--- config.mk ---
export PLATFORM = sky130hd
export DESIGN_NAME = scene_loader_mseg
export DESIGN_NICKNAME = d
export VERILOG_FILES = /design/src/rtl/scene_loader_mseg.sv
export SDC_FILE = /design/constraint.sdc
export NUM_CORES = 1
export LEC_CHECK = 0
export CORE_UTILIZATION = 35
export CTS_CLUSTER_DIAMETER = 100
export DETAILED_ROUTE_END_ITERATION = 7
export GPL_TIMING_DRIVEN = 0
export PLACE_DENSITY = 0.58
export SYNTH_ARGS = -nofsm -noshare
export SYNTH_HDL_FRONTEND = slang
export SYNTH_SLANG_ARGS = --single-unit
--- constraint.sdc ---
create_clock -name clk -period 4.2 [get_ports clk]
set_input_delay 0.84 -clock clk [delete_from_list [all_inputs] [get_ports clk]]
set_output_delay 0.84 -clock clk [all_outputs]
set_load 0.01 [all_outputs]
--- src/rtl/scene_loader_mseg.sv ---
// scene_loader_mseg: packs xmodem bytes into SDRAM words across length-prefixed segments
// with block checkpointing; define LOADER_LE_EN for little-endian packing.
module scene_loader_mseg #(
    parameter int NUM_SEGS = 4,
    parameter int ADDR_W = 25,
    parameter int WORD_BYTES = 4,
    parameter int BLOCK_BYTES = 128,
    parameter logic [NUM_SEGS*ADDR_W-1:0] SEG_BASE = '0
) (
    input  logic clk,
    input  logic rst,
    input  logic [7:0] byte_in,
    input  logic byte_valid,
    input  logic blk_good,
    input  logic blk_bad,
    input  logic blk_repeat,
    input  logic xfer_done,
    output logic [ADDR_W-1:0] wr_addr,
    output logic [8*WORD_BYTES-1:0] wr_data,
    output logic wr_valid,
    input  logic wr_ready,
    output logic [(NUM_SEGS > 1 ? $clog2(NUM_SEGS) : 1)-1:0] seg_idx,
    output logic done,
    output logic overrun
);
    localparam int SEG_W = NUM_SEGS > 1 ? $clog2(NUM_SEGS) : 1;
    localparam int BP_W = $clog2(WORD_BYTES);
    localparam int DW = 8 * WORD_BYTES;

    if (NUM_SEGS < 1 || WORD_BYTES < 2 || BLOCK_BYTES % WORD_BYTES != 0) begin : g_bad_cfg
        $error("scene_loader_mseg: invalid parameter set");
    end

    typedef enum logic {PH_SIZE, PH_DATA} phase_t;
    typedef struct packed {
        phase_t phase;
        logic [SEG_W-1:0] seg;
        logic [ADDR_W-1:0] size;
        logic [ADDR_W-1:0] offset;
        logic [BP_W-1:0] bphase;
    } st_t;

    st_t st, st_n, ckpt, ckpt_n;
    logic rep, rep_n, done_n, overrun_n, wr_valid_n;
    logic [DW-9:0] acc, acc_n;
    logic [DW-1:0] word, wr_data_n;
    logic [ADDR_W-1:0] wr_addr_n, size_w;
    logic [SEG_W-1:0] seg_next;
    logic restore, save, take, complete, accept, last;
    logic [ADDR_W-1:0] base [NUM_SEGS];

    for (genvar i = 0; i < NUM_SEGS; i++) begin : g_base
        assign base[i] = SEG_BASE[i*ADDR_W +: ADDR_W];
    end

`ifdef LOADER_LE_EN
    assign word = {byte_in, acc};
    assign acc_n = take ? word[DW-1:8] : acc;
`else
    assign word = {acc, byte_in};
    assign acc_n = take ? word[DW-9:0] : acc;
`endif

    assign size_w = ADDR_W'(word);
    assign restore = blk_bad | (blk_good & rep);
    assign save = blk_good & ~rep;
    // restore wins over a byte arriving in the same cycle
    assign take = byte_valid & ~done & ~restore;
    assign complete = take & (st.bphase == BP_W'(WORD_BYTES - 1));
    assign accept = wr_valid & wr_ready;
    assign last = (st.offset + ADDR_W'(1)) == st.size;
    assign seg_next = (st.seg == SEG_W'(NUM_SEGS - 1)) ? '0 : st.seg + SEG_W'(1);
    assign seg_idx = st.seg;

    always_comb begin
        st_n = st;
        rep_n = blk_repeat ? 1'b1 : blk_good ? 1'b0 : rep;
        done_n = done | xfer_done;
        overrun_n = overrun;
        wr_valid_n = wr_valid & ~accept;
        wr_addr_n = wr_addr;
        wr_data_n = wr_data;
        if (restore) begin
            st_n = ckpt;
            wr_valid_n = 1'b0;
        end else if (take) begin
            st_n.bphase = complete ? '0 : st.bphase + BP_W'(1);
            if (complete && st.phase == PH_SIZE) begin
                st_n.size = size_w;
                st_n.offset = '0;
                st_n.phase = (size_w == '0) ? PH_SIZE : PH_DATA;
                st_n.seg = (size_w == '0) ? seg_next : st.seg;
            end else if (complete) begin
                st_n.offset = last ? '0 : st.offset + ADDR_W'(1);
                st_n.seg = last ? seg_next : st.seg;
                st_n.phase = last ? PH_SIZE : PH_DATA;
                // a word that finds the buffer still owned by the arbiter is dropped
                if (wr_valid && !accept) begin
                    overrun_n = 1'b1;
                end else begin
                    wr_valid_n = 1'b1;
                    wr_addr_n = base[st.seg] + st.offset;
                    wr_data_n = word;
                end
            end
        end
        ckpt_n = save ? st_n : ckpt;
    end

    always_ff @(posedge clk) begin
        if (rst) begin
            st <= '0;
            ckpt <= '0;
            rep <= 1'b0;
            acc <= '0;
            done <= 1'b0;
            overrun <= 1'b0;
            wr_valid <= 1'b0;
            wr_addr <= '0;
            wr_data <= '0;
        end else begin
            st <= st_n;
            ckpt <= ckpt_n;
            rep <= rep_n;
            acc <= acc_n;
            done <= done_n;
            overrun <= overrun_n;
            wr_valid <= wr_valid_n;
            wr_addr <= wr_addr_n;
            wr_data <= wr_data_n;
        end
    end
endmodule
### Word level (Yosys, flattened, before mapping)

Cells that the tools add are included.

| word-level totals | value |
|---|---|
| output and inout port bits | 62 |
| register bits after elaboration | 195 |
| input port bits | 16 |

| operators by class | value |
|---|---|
| bitwise operators | 17 |
| reductions and logical operators | 8 |
| muxes and demuxes | 23 |
| eq/ne operators | 3 |
| add/subtract/negate cells | 4 |
| order comparisons | 1 |

Operators with widths:

| operator | count |
|---|---|
| 2-to-1 mux 25 bit | 6 |
| 2-to-1 mux 55 bit | 2 |
| binary-select mux 25 bit (select 2 bit) | 1 |
| adder 25 x 1 -> 25 bit, second input constant | 1 |
| adder 25 bit | 1 |
| == test 25 bit | 1 |
| zero test 25 bit | 1 |
| AND reduction 5 bit | 2 |
| 2-to-1 mux 1 bit | 8 |
| 2-to-1 mux 2 bit | 4 |
| bitwise AND 1 bit | 7 |
| inverter 1 bit | 7 |
| 2-to-1 mux 3 bit | 2 |
| adder 2 x 1 -> 2 bit, second input constant | 2 |
| == test 2 bit, second input constant | 2 |
| greater-or-equal comparator 3 bit, second input constant | 1 |
| inverter 2 -> 3 bit | 1 |
| logical AND 1 bit | 2 |
| OR 1 bit | 2 |
| nonzero test 2 bit | 1 |
| OR reduction 2 bit | 1 |
| zero test 1 bit | 1 |

### Logic depth before layout (Yosys ltp)

| depth | value |
|---|---|
| depth in word-level cells | 9 |
| gate-level depth with buffers | 12 |
| gate-level depth less buffers | 10 |

### Worst setup path after synthesis

No wires, ideal clock.

| path | value |
|---|---|
| path type | register to register |
| from | reg st[3] (netlist bit) |
| to | reg st[17] (netlist bit) |
| arrival | 2.916 ns |
| stages on the path, launching flop included | 12 |
| required time | 4.063 ns |
| path slack | 1.147 ns |
| buffers on the path | 1 |
| cells stage by stage | dfxtp_1 > ha_1 > nand3_2 > nor4_4 > nand2_1 > xnor2_1 > or4_4 > o41ai_4 > buf_6 > o21ai_1 > a21oi_2 > a211oi_1 |

| on the way | value |
|---|---|
| word-level cells in the longest chain between the ends | 7 |

Ends and longest elaborated chain:

| what | line | text |
|---|---|---|
| from (decl) | 43 | `st_t st, st_n, ckpt, ckpt_n;` |
| from (signal assigned) | 122 | `st <= st_n;` |
| adder 25 x 1 -> 25 bit * | 71, 94 |  |
| == test 25 bit | 71 | `assign last = (st.offset + ADDR_W'(1)) == st.size;` |
| 2-to-1 mux 25 bit * | 94 | `st_n.offset = last ? '0 : st.offset + ADDR_W'(1);` |
| 2-to-1 mux 25 bit * | 93 | `end else if (complete) begin` |
| 2-to-1 mux 25 bit * | 88 | `if (complete && st.phase == PH_SIZE) begin` |
| 2-to-1 mux 55 bit * | 86 | `end else if (take) begin` |
| 2-to-1 mux 55 bit * | 83 | `if (restore) begin` |

Mark *: on every way between the ends. The rest lies on a longest branch, timed or not.
A chain may end at the register's enable or synchronous reset.

### Worst setup path after layout

| path | value |
|---|---|
| from | reg st[3] (netlist bit) |
| to | reg st[19] (netlist bit) |

The elaborated chain is that of the path after synthesis.

==> flow_summary.toml <==
[cts]
ctsHtreeMaxLevel = 4
clkTransAtPathRegs_ps = 70
cts.sinks = 195
root_buffer = "clkbuf_16"
cts_tree = "built"
cts_buffer_depth = 2
postCtsSetupBuffers = 0
cts_made_buffers = 17
insertion_delay_ps = 450
hold_buffers = 0

[timing]
whs_ps = 454
rsz0062_at_grt = "no"
max_freq_mhz = 257
tns_ps = 0
setup_slack_ps = 304
slew_headroom = 0.456
fin_crit_sh = 0.928
worst_pin_slew_ps = 816
fin_skew_ps = 18.2
setup_viol_count_final = 0
hold_violations = 0
drv_slew = 0
min_period_ps = 3900

[routing]
drc = 0
via_count = 8086
drtIter0Drc = 605
drt_pass1_iterations = 5
drtAntennaViolNets = 0
wire_per_inst_um = 18.9
vias_per_cell = 5.39
wl_um = 28300

[hold_path]
holdPathStages = 2
worstHoldStart = "wr_addr[3]"
worstHoldEndpoint = "wr_addr[3]"
hold_path.class = "reg -> reg"

[critical_path]
max_stage_delay_ps = 680
arrival_ps = 4200
cp.required_ps = 4500
r2r_slack_ps = 300
crit_slowest_cell = "nor4_1"
worstReg2RegEnd = "st[19]"
r2r-start = "st[3]"
crit_fanout = 10
setup.worst_path.end_class = "flop"
path_cells = "ha_1 > nand3_2 > buf_2 > nor4_1 > o211ai_1 > or4_4 > o41ai_4 > buf_6 > nand2_2 > nand2_1 > a211oi_1"
crit_path_start_kind = "flop"
r2r_cells = 11
crit_type = "reg -> reg"

[layout]
final_nets = 1181
multiInputGateArea_um2 = 4460
regArea_um2 = 3900
nFillCells = 2504
drive_gt1_frac = 0.0647
final_area_um2 = 10500
final_core_util = 0.432
instances_no_fill = 1499
area_delta_synth_final_pct = 20.4
antennaDiodeCount = 0

[synth]
synth_nets = 1086
synthXorXnorAreaFrac = 0.0376
synth_area_um2 = 8750
synth_edf_count = 0
ys_warn_count = 0
ys.flop_type = "dfxtp_1"
synthArstFlopShare = 0
synth_simple_gate_area_frac = 0.241
yosys-top-cells-area = "dfxtp_1, nand2_1, a211oi_1, a21oi_1, nor2_1"
ys_seq_area_frac = 0.446
avgSynthCellArea_um2 = 8.20
yosys.area.top_type = "dfxtp_1"
synth_cell_types = 66
synth_seq_cells = 195
synth_top_area_share = 0.446
syn_inst = 1067
synth_compound_area_frac = 0.191
synth_fa_ha_area_frac = 0.00429
synth.area.mux_share = 0.0346
synth_top_family_by_area = "simple AND/OR/NAND/NOR gates"

[pwr]
p_leak_nw = 3.39
power_frac_seq = 0.482
power_frac_clock = 0.414
switchingPower_mw = 1.17
ir_drop_mv = 0.224
switching_share = 0.285
intPower_mw = 2.93
comb_power_share = 0.103
powerDensity_nw_per_um2 = 390
total_power_mw = 4.10

[placement]
dp_hpwl_um = 20600
postPlaceCellArea_um2 = 9920
dp_slack_ps = -419
place.port_buffers = 76
dp_cells = 1467
gp_congestion = 0.908

[grt]
grt_overflow = 0
grt_first_pass_wirelength_um = 43300
grt_max_degree = 21
grt_usage = 0.221
antenna_found_initial = 0
grt_pass1_vias = 7418

[floorplan]
die_x_um = 160
die_h_um = 160
die_area_um2 = 25600
core_area_um2 = 24400
rows = 57
start_util = 0.359
io_pins = 78

[outcome]
status = "finished, final reports clean"

[flow_run]
drv_cap = 0
-- flip-flops by register name, summed over array words and instances, names as in the netlist --
name / count
wr_valid: 1
st: 53
wr_data: 32
ckpt: 55
rep: 1
wr_addr: 25
overrun: 1
done: 1
seg_idx: 2
acc: 24
-- logic make-up (layout without fill, tap and decap cells) --
family	after synthesis	in the layout
multiplexers	30	30
AO/OA/AOI/OAI	252	252
flip-flops	195	195
adder cells (fa/ha/maj)	3	3
buffers and inverters	92	200
AND/OR/NAND/NOR	459	459
XOR/XNOR	36	36
-- how the worst max path moves through the flow --
| stage | startpoint | to | slack (ps) | cells past startpoint |
|---|---|---|---|---|
| 2_1_floorplan | st[3] | st[17] | 1150 | 11 |
| 3_3_place_gp | byte_valid | ckpt[50] | -390 | 8 |
| 3_5_place_dp | byte_valid | st[50] | -420 | 8 |
| 4_1_cts | byte_valid | st[43] | 180 | 8 |
| 5_1_grt | st[3] | st[19] | 90 | 11 |
| 6_report | st[3] | st[19] | 300 | 11 |
-- metal layers --
metal / vias up / wire length [um] / global-route usage
met2: 259 / 13000 / 0.355
met4: 0 / 562 / 0.0667
met3: 34 / 1660 / 0.0325
met5: - / 0 / 0
met1: 3841 / 13100 / 0.304
li1: 3952 / - / -
-- synth_stat cells (3+ instances only) --
cell / count
nand2_1: 213
dfxtp_1: 195
nor2_1: 128
a21oi_1: 103
a211oi_1: 71
clkbuf_1: 67
mux2i_1: 28
a311oi_1: 25
xnor2_1: 23
nand3_1: 20
nor3_1: 18
nor4_1: 13
buf_2: 12
o21ai_0: 12
xor2_1: 12
nand2b_1: 8
nor3b_1: 8
and3_1: 7
nand4_1: 7
a31oi_1: 5
buf_4: 5
o21ai_1: 5
a21o_1: 4
buf_1: 4
nand3b_1: 4
o211ai_1: 4
or3_1: 4
and4_1: 3
ha_1: 3
nand4b_1: 3
nor2b_1: 3
nor4_4: 3
-- critical path, delay by kind of cell (launching register included) --
| family | cells | cell delay (ps) |
|---|---|---|
| flops | 1 | 490 |
| compound gates | 3 | 810 |
| simple gates | 5 | 1670 |
| fa+ha+maj | 1 | 330 |
| buf+inv | 2 | 440 |
-- final cells by class --
class | count | share of cell area
well taps | 324 | 0.0385
plain buffers | 90 | 0.0367
inverters | 2 | 0.000713
multi-input cells | 780 | 0.423
repair buffers | 76 | 0.0722
clock inverters | 15 | 0.0177
clock buffers | 17 | 0.0404
flip-flops and latches | 195 | 0.371
-- power by group through the flow --
stage	clock (mW)	sequential (mW)	combinational, mW
after floorplan	0	2.00	0.293
after global placement	0	2.02	0.415
after detailed placement	0	2.02	0.420
after CTS	1.72	1.98	0.421
after global routing	1.78	1.99	0.461
final	1.70	1.98	0.424
-- timing repair --
item / in CTS / in global routing
gates resized for setup: 1 / 1
gates cloned: 0 / 0
setup endpoints to repair: 34 / 10
-- placed cells by master, fill, tap and decap left out, types with 4 or more instances in the layout --
cell             instances
buf_2                   12
o21ai_1                  5
and3_1                   7
o21ai_0                 12
clkbuf_16               17
nor4_1                  13
nor2_1                 126
a21o_1                   4
a21oi_1                103
a31oi_1                  5
xor2_1                  12
inv_6                    4
clkdlybuf4s50_1         76
or3_1                    4
nand2b_1                 8
mux2i_1                 28
clkbuf_1                67
xnor2_1                 23
o211ai_1                 4
buf_1                    4
buf_4                    5
nor3b_1                  8
nor3_1                  18
dfxtp_1                195
a211oi_1                71
nand4_1                  7
nand3b_1                 4
nand2_1                213
nand3_1                 20
a311oi_1                25
No activity file was read; power rests on OpenSTA's default activity.
